### src/rtl/cla_pkg.sv
// Shared constants and types for the pipelined CLA adder/subtractor.
//   SEG_W   : bits handled per pipeline stage
//   GRP_W   : bits per first-level lookahead group
//   flags_t : packed {N,Z,V,C} status word, N in bit 3
package cla_pkg;

    localparam int SEG_W = 16;
    localparam int GRP_W = 4;

    localparam int FLAG_N = 3;
    localparam int FLAG_Z = 2;
    localparam int FLAG_V = 1;
    localparam int FLAG_C = 0;

    typedef struct packed {
        logic n;
        logic z;
        logic v;
        logic c;
    } flags_t;

endpackage

### src/rtl/cla_pipe_addsub_if.sv
// Operand/result stream bundle for cla_pipe_addsub.
//   in_valid/in_ready   : operand handshake
//   in_a/in_b           : operands
//   in_sub/in_sat       : per-beat mode (subtract, saturate)
//   out_valid/out_ready : result handshake
//   out_sum/out_flags   : result and {N,Z,V,C}
// master = producer/consumer side, slave = the adder.
interface cla_pipe_addsub_if
    import cla_pkg::*;
#(
    parameter int WIDTH = 16
);
    logic             in_valid;
    logic             in_ready;
    logic [WIDTH-1:0] in_a;
    logic [WIDTH-1:0] in_b;
    logic             in_sub;
    logic             in_sat;
    logic             out_valid;
    logic             out_ready;
    logic [WIDTH-1:0] out_sum;
    flags_t           out_flags;

    modport master (
        output in_valid, in_a, in_b, in_sub, in_sat, out_ready,
        input  in_ready, out_valid, out_sum, out_flags
    );

    modport slave (
        input  in_valid, in_a, in_b, in_sub, in_sat, out_ready,
        output in_ready, out_valid, out_sum, out_flags
    );
endinterface

### src/rtl/cla_lookahead4.sv
// 4-bit carry-lookahead unit. Used both on raw bit generate/propagate
// and, one level up, on group generate/propagate.
//   i_g, i_p : generate/propagate of the four inputs
//   i_cin    : carry into position 0
//   o_c      : carries into positions 1..3
//   o_gg     : group generate, o_pp : group propagate (independent of i_cin)
module cla_lookahead4 (
    input  logic [3:0] i_g,
    input  logic [3:0] i_p,
    input  logic       i_cin,
    output logic [3:1] o_c,
    output logic       o_gg,
    output logic       o_pp
);
    assign o_c[1] = i_g[0] | (i_p[0] & i_cin);
    assign o_c[2] = i_g[1] | (i_p[1] & i_g[0]) | (i_p[1] & i_p[0] & i_cin);
    assign o_c[3] = i_g[2] | (i_p[2] & i_g[1]) | (i_p[2] & i_p[1] & i_g[0])
                  | (i_p[2] & i_p[1] & i_p[0] & i_cin);

    assign o_gg = i_g[3] | (i_p[3] & i_g[2]) | (i_p[3] & i_p[2] & i_g[1])
                | (i_p[3] & i_p[2] & i_p[1] & i_g[0]);
    assign o_pp = &i_p;
endmodule

### src/rtl/cla_pipe_addsub.sv
// Pipelined carry-lookahead adder/subtractor, one 16-bit segment per stage.
//   clk, rst : clock, asynchronous active-high reset
//   bus      : cla_pipe_addsub_if.slave (operand and result streams)
// Latency WIDTH/16 cycles, one beat per cycle when the output is drained.
// Operands travel with the beat so each stage sees its own segment; the
// partial result accumulates segment by segment so all bits arrive together.
module cla_pipe_addsub
    import cla_pkg::*;
#(
    parameter int WIDTH  = 16,
    parameter bit SAT_EN = 1'b1
)(
    input  logic              clk,
    input  logic              rst,
    cla_pipe_addsub_if.slave  bus
);
    localparam int NSEG = WIDTH / SEG_W;
    localparam int NGRP = SEG_W / GRP_W;
    localparam logic [WIDTH-1:0] SEG_ONES = WIDTH'({SEG_W{1'b1}});

    logic             w_adv;
    logic             r_out_valid;
    logic [WIDTH-1:0] r_out_sum;
    flags_t           r_out_flags;

    // Inputs seen by stage k; w_b already holds B' (inverted when subtracting).
    logic             w_vld  [NSEG];
    logic             w_sat  [NSEG];
    logic             w_cin  [NSEG];
    logic [WIDTH-1:0] w_a    [NSEG];
    logic [WIDTH-1:0] w_b    [NSEG];
    logic [WIDTH-1:0] w_lo   [NSEG];
    // Outputs of stage k: partial result with segment k filled in, carry-out.
    logic [WIDTH-1:0] w_res  [NSEG];
    logic             w_cout [NSEG];

    assign w_adv        = !r_out_valid | bus.out_ready;
    assign bus.in_ready = w_adv;

    assign w_vld[0] = bus.in_valid;
    assign w_sat[0] = bus.in_sat & SAT_EN;
    assign w_cin[0] = bus.in_sub;
    assign w_a[0]   = bus.in_a;
    assign w_b[0]   = bus.in_b ^ {WIDTH{bus.in_sub}};
    assign w_lo[0]  = '0;

    for (genvar k = 0; k < NSEG; k++) begin : g_seg
        logic [SEG_W-1:0] w_sa, w_sb, w_g, w_p, w_cv, w_sum;
        logic [NGRP-1:0]  w_gg, w_pp, w_gc;
        logic [3:1]       w_gc_hi;
        logic             w_seg_g, w_seg_p;

        assign w_sa = w_a[k][k*SEG_W +: SEG_W];
        assign w_sb = w_b[k][k*SEG_W +: SEG_W];
        assign w_g  = w_sa & w_sb;
        assign w_p  = w_sa ^ w_sb;

        for (genvar j = 0; j < NGRP; j++) begin : g_grp
            logic [3:1] w_c;
            cla_lookahead4 u_la (
                .i_g   (w_g[j*GRP_W +: GRP_W]),
                .i_p   (w_p[j*GRP_W +: GRP_W]),
                .i_cin (w_gc[j]),
                .o_c   (w_c),
                .o_gg  (w_gg[j]),
                .o_pp  (w_pp[j])
            );
            assign w_cv[j*GRP_W +: GRP_W] = {w_c, w_gc[j]};
        end

        // Second level: group carries come straight from group G/P, no ripple.
        cla_lookahead4 u_la2 (
            .i_g   (w_gg),
            .i_p   (w_pp),
            .i_cin (w_cin[k]),
            .o_c   (w_gc_hi),
            .o_gg  (w_seg_g),
            .o_pp  (w_seg_p)
        );
        assign w_gc = {w_gc_hi, w_cin[k]};

        assign w_sum     = w_p ^ w_cv;
        assign w_cout[k] = w_seg_g | (w_seg_p & w_cin[k]);
        assign w_res[k]  = (w_lo[k] & ~(SEG_ONES << (k*SEG_W)))
                         | (WIDTH'(w_sum) << (k*SEG_W));

        if (k < NSEG-1) begin : g_reg
            logic             r_vld, r_sat, r_cy;
            logic [WIDTH-1:0] r_a, r_b, r_res;

            always_ff @(posedge clk or posedge rst) begin
                if (rst) begin
                    r_vld <= 1'b0;
                    r_sat <= 1'b0;
                    r_cy  <= 1'b0;
                    r_a   <= '0;
                    r_b   <= '0;
                    r_res <= '0;
                end else if (w_adv) begin
                    r_vld <= w_vld[k];
                    r_sat <= w_sat[k];
                    r_cy  <= w_cout[k];
                    r_a   <= w_a[k];
                    r_b   <= w_b[k];
                    r_res <= w_res[k];
                end
            end

            assign w_vld[k+1] = r_vld;
            assign w_sat[k+1] = r_sat;
            assign w_cin[k+1] = r_cy;
            assign w_a[k+1]   = r_a;
            assign w_b[k+1]   = r_b;
            assign w_lo[k+1]  = r_res;
        end
    end

    logic [WIDTH-1:0] w_raw, w_fin;
    logic             w_ovf;
    flags_t           w_flags;

    assign w_raw = w_res[NSEG-1];
    assign w_ovf = (w_a[NSEG-1][WIDTH-1] == w_b[NSEG-1][WIDTH-1])
                 & (w_raw[WIDTH-1] != w_a[NSEG-1][WIDTH-1]);

    // A wrapped-negative raw sum means positive overflow, so clamp to max.
    always_comb begin
        w_fin = w_raw;
        if (w_sat[NSEG-1] & w_ovf) begin
            w_fin = w_raw[WIDTH-1] ? {1'b0, {(WIDTH-1){1'b1}}}
                                   : {1'b1, {(WIDTH-1){1'b0}}};
        end
        w_flags.n = w_fin[WIDTH-1];
        w_flags.z = (w_fin == '0);
        w_flags.v = w_ovf;
        w_flags.c = w_cout[NSEG-1];
    end

    always_ff @(posedge clk or posedge rst) begin
        if (rst) begin
            r_out_valid <= 1'b0;
            r_out_sum   <= '0;
            r_out_flags <= '0;
        end else if (w_adv) begin
            r_out_valid <= w_vld[NSEG-1];
            r_out_sum   <= w_fin;
            r_out_flags <= w_flags;
        end
    end

    assign bus.out_valid = r_out_valid;
    assign bus.out_sum   = r_out_sum;
    assign bus.out_flags = r_out_flags;
endmodule

### src/flat_wrapper.sv
// flat-port wrapper written by rule: the top's interface ports become plain ports
module cla_pipe_addsub_flat import cla_pkg::*;
#(
    parameter int WIDTH  = 16,
    parameter bit SAT_EN = 1'b1
)
  (clk, rst, bus_in_valid, bus_in_a, bus_in_b, bus_in_sub, bus_in_sat, bus_out_ready, bus_in_ready, bus_out_valid, bus_out_sum, bus_out_flags);
  cla_pipe_addsub_if #(.WIDTH(WIDTH)) bus_i ();
  input  logic clk;
  input  logic rst;
  input wire logic [$bits(bus_i.in_valid)-1:0] bus_in_valid;
  input wire logic [$bits(bus_i.in_a)-1:0] bus_in_a;
  input wire logic [$bits(bus_i.in_b)-1:0] bus_in_b;
  input wire logic [$bits(bus_i.in_sub)-1:0] bus_in_sub;
  input wire logic [$bits(bus_i.in_sat)-1:0] bus_in_sat;
  input wire logic [$bits(bus_i.out_ready)-1:0] bus_out_ready;
  output wire logic [$bits(bus_i.in_ready)-1:0] bus_in_ready;
  output wire logic [$bits(bus_i.out_valid)-1:0] bus_out_valid;
  output wire logic [$bits(bus_i.out_sum)-1:0] bus_out_sum;
  output wire logic [$bits(bus_i.out_flags)-1:0] bus_out_flags;
  assign bus_i.in_valid = bus_in_valid;
  assign bus_i.in_a = bus_in_a;
  assign bus_i.in_b = bus_in_b;
  assign bus_i.in_sub = bus_in_sub;
  assign bus_i.in_sat = bus_in_sat;
  assign bus_i.out_ready = bus_out_ready;
  assign bus_in_ready = bus_i.in_ready;
  assign bus_out_valid = bus_i.out_valid;
  assign bus_out_sum = bus_i.out_sum;
  assign bus_out_flags = bus_i.out_flags;
  cla_pipe_addsub #(.WIDTH(WIDTH), .SAT_EN(SAT_EN)) u_core (.clk(clk), .rst(rst), .bus(bus_i));
endmodule
### config.mk
export PLATFORM = sky130hd
export DESIGN_NAME = cla_pipe_addsub_flat
export DESIGN_NICKNAME = d
export VERILOG_FILES = /design/src/rtl/cla_pkg.sv /design/src/rtl/cla_pipe_addsub_if.sv /design/src/rtl/cla_lookahead4.sv /design/src/rtl/cla_pipe_addsub.sv /design/src/flat_wrapper.sv
export SDC_FILE = /design/constraint.sdc
export NUM_CORES = 1
export LEC_CHECK = 0
export BUFFER_PORTS_ARGS = -buffer_cell sky130_fd_sc_hd__buf_2
export CAP_MARGIN = 10
export CORE_MARGIN = 3
export CORE_UTILIZATION = 56
export CTS_CLUSTER_SIZE = 16
export DETAILED_ROUTE_END_ITERATION = 8
export GPL_ROUTABILITY_DRIVEN = 0
export PLACE_DENSITY = 0.85
export SLEW_MARGIN = 20
export SYNTH_ARGS = -nofsm -noshare
export SYNTH_HDL_FRONTEND = slang
export SYNTH_SLANG_ARGS = --single-unit
### constraint.sdc
create_clock -name clk -period 4.2 [get_ports clk]
set_input_delay 0 -clock clk [delete_from_list [all_inputs] [get_ports clk]]
set_output_delay 0 -clock clk [all_outputs]
set_load 0.02 [all_outputs]
==> impl_metrics.env <==
export IMPL_worst_ir_drop_vdd_mv=0.1399
export IMPL_status="complete, no violations"
export IMPL_root_buffer="clkbuf_4"
export IMPL_layout_drive_gt1_share=0.2677
export IMPL_skew_ns=0.005672
export IMPL_dieArea_mm2=0.004141
export IMPL_nets=328
export IMPL_crit_chain="buf_2 -> xor2_1 -> ha_1 -> a21oi_1 -> o21ai_0 -> a21oi_2 -> nor2_1 -> nor2_1 -> fa_1 -> nand2_1 -> nor2_1 -> nand4_1 -> o211ai_1 -> a32o_1"
export IMPL_power_density_mw_per_mm2=374.1
export IMPL_dieWidth_um=64.35
export IMPL_die_y_um=64.35
export IMPL_dpl_hpwl_um=3448
export IMPL_remaining_drc_errors=0
export IMPL_cts_setup_buffers=0
export IMPL_path_max_fanout=19
export IMPL_wl_per_cell_um=13.41
export IMPL_path_class="input pin to flop"
export IMPL_clk_latency_ns=0.29
export IMPL_ys_types=44
export IMPL_max_freq_ghz=0.3725
export IMPL_yosysSeqAreaShare=0.2625
export IMPL_via_per_inst=5.601
export IMPL_fin_crit_ns=2.685
export IMPL_synthSimpleGateAreaFrac=0.1345
export IMPL_synth_top_family_by_area="compound AO/OA/AOI/OAI gates"
export IMPL_final_common_cell="buf_2"
export IMPL_syn_nets=270
export IMPL_min_delay_path_class="input pin to flop"
export IMPL_p_leak_uw=0.001048
export IMPL_grt_use_total=0.2086
export IMPL_globalRouteOverflowTotal=0
export IMPL_finish_utilization=0.7159
export IMPL_syn_area_per_cell_um2=8.952
export IMPL_synthAdderAreaFrac=0.1365
export IMPL_finalSetupTns_ns=0
export IMPL_synth_edff_count=0
export IMPL_cp_end_kind="flop"
export IMPL_cts_resized=0
export IMPL_cp_required_ns=4.39
export IMPL_ys_seq_elements=20
export IMPL_final_max_slew_violation_count=0
export IMPL_critPathArrivalTime_ns=2.87
export IMPL_antenna_found_initial=0
export IMPL_clockBufferDepth=2
export IMPL_critPathMaxStageDelay_ns=0.45
export IMPL_max_cap_violations=0
export IMPL_cts_tree="yes"
export IMPL_synth_compound_area_frac=0.2776
export IMPL_via_count=1753
export IMPL_holdWs_ns=0.05148
export IMPL_cts_buffers=3
export IMPL_grt_max_degree=30
export IMPL_start_kind="input pin"
export IMPL_max_slew_margin=0.4472
export IMPL_finalHoldViolCount=0
export IMPL_ys_async_sr_fraction=1.000
export IMPL_dp_cells=308
export IMPL_final_cell_mix="buf_2, xor2_1, dfrtp_1, ha_1, nor2_1"
export IMPL_synth_xor_area_frac=0.1286
export IMPL_ios=60
export IMPL_htreeDepth=1
export IMPL_finalNonFillerCells=313
export IMPL_worst_slew_pin_transition_ns=0.8275
export IMPL_setup_viol=0
export IMPL_synthFlopType="dfrtp_1"
export IMPL_path_common_cell="nor2_1"
export IMPL_coreArea_mm2=0.003153
export IMPL_drtIter0Drc=95
export IMPL_grt_pass1_vias=1673
export IMPL_grt_pass1_wl_um=7058
export IMPL_ant_nets=0
export IMPL_synth_area_mm2=0.001907
export IMPL_start_util=0.6048
export IMPL_cpMaxStageDelayCell="fa_1"
export IMPL_power_uw=844.4
export IMPL_synthMuxAreaShare=0.01640
export IMPL_diodes=0
export IMPL_row_count=20
export IMPL_hold_buffers=2
export IMPL_wl_um=4196
export IMPL_io_buffers=59
export IMPL_fin_crit_sh=0.6392
export IMPL_rsz0062_at_grt="no"
export IMPL_path_clk_slew_ns=0.11
export IMPL_clock_sinks=20
export IMPL_syn_inst=213
export IMPL_synthToLayoutAreaGrowth_pct=18.37
export IMPL_drtPass1Iterations=4
export IMPL_yosys_warnings=0
[per-stage QoR]
step                area (µm²)  setup WS (ns)
floorplan                 1907          1.302
global placement          2215          1.314
detailed placement        2215          1.211
CTS                       2257          1.507
global route              2257          1.288
finish                    2257          1.515
[power by group]
part           switching, µW  internal [µW]
clock network           53.9           33.3
registers               25.8            244
logic                    291            197
total                    371            474
[sequential cells by signal, summed over array words and instances, names as in the netlist]
register and count:
u_core.bus.out_sum 15, u_core.bus.out_valid 1, u_core.bus.out_flags 4
[routing by layer]
metal	up-vias	share of wire	global-route usage
li1	887	-	-
met1	795	0.45	0.2686
met2	66	0.48	0.3711
met3	5	0.062	0.008787
met4	0	0.011	0.07124
met5	-	0	0
[final cells by class]
type	count	area (µm²)
fill	281	895.9
multi-input combinational	174	1323
tap	44	55.05
sequential	20	500.5
clock buffer	3	22.52
timing repair buffer	61	315.3
inverter	11	41.29
[logic make-up (layout without fill, tap and decap cells)]
logic type	Yosys count	after routing
and+or+nand+nor	51	51
xor gates and xnor gates	28	28
muxes	3	3
buffers and inverters	19	75
DFF	20	20
AOI/OAI and AO/OA	73	73
adders and majority gates	19	19
[worst paths after layout]
kind                       slack, ns  cells after the start                                start                             endpoint
max reg2reg                     2.07                      4     u_core.bus.out_valid$_DFFE_PP0P_    u_core.bus.out_sum[6]$_DFFE_PP0P_
min reg2reg                     0.49                      2  u_core.bus.out_flags[1]$_DFFE_PP0P_  u_core.bus.out_flags[1]$_DFFE_PP0P_
min in group asynchronous       0.35                      3                                  rst  u_core.bus.out_flags[3]$_DFFE_PP0P_
max in group asynchronous       3.40                      3                                  rst    u_core.bus.out_sum[7]$_DFFE_PP0P_
max                             1.52                     14                           bus_in_sub  u_core.bus.out_flags[2]$_DFFE_PP0P_
min                             0.05                      3                         bus_in_a[15]  u_core.bus.out_flags[1]$_DFFE_PP0P_
[critical path: cells and delay by family]
kind,cells,cell delay [ns]
xor+xnor,1,0.19
simple gates,5,0.43
compound gates,5,1.10
buf+inv,1,0.42
fa+ha+maj,2,0.73
[synth_stat cells (2+ instances only)]
library cell	number	area [µm²]
nand2b_1	6	37.54
dfrtp_1	20	500.5
o211ai_1	11	82.58
a21oi_1	14	70.07
nor3_1	6	30.03
ha_1	16	200.2
xnor2_1	6	52.55
o21ai_2	2	17.52
a211oi_4	2	40.04
nor2b_1	3	18.77
mux2i_1	2	20.02
nor2_1	15	56.30
nand2_1	10	37.54
fa_1	3	60.06
xor2_1	22	192.7
inv_1	11	41.29
a31oi_1	2	12.51
o21ai_0	13	65.06
a21o_1	2	15.01
a211oi_1	2	15.01
o31ai_1	2	15.01
o21a_1	13	97.59
clkbuf_1	4	15.01
nand3_1	3	15.01
nand4_1	4	25.02
Power figures use the tool's default switching activity.
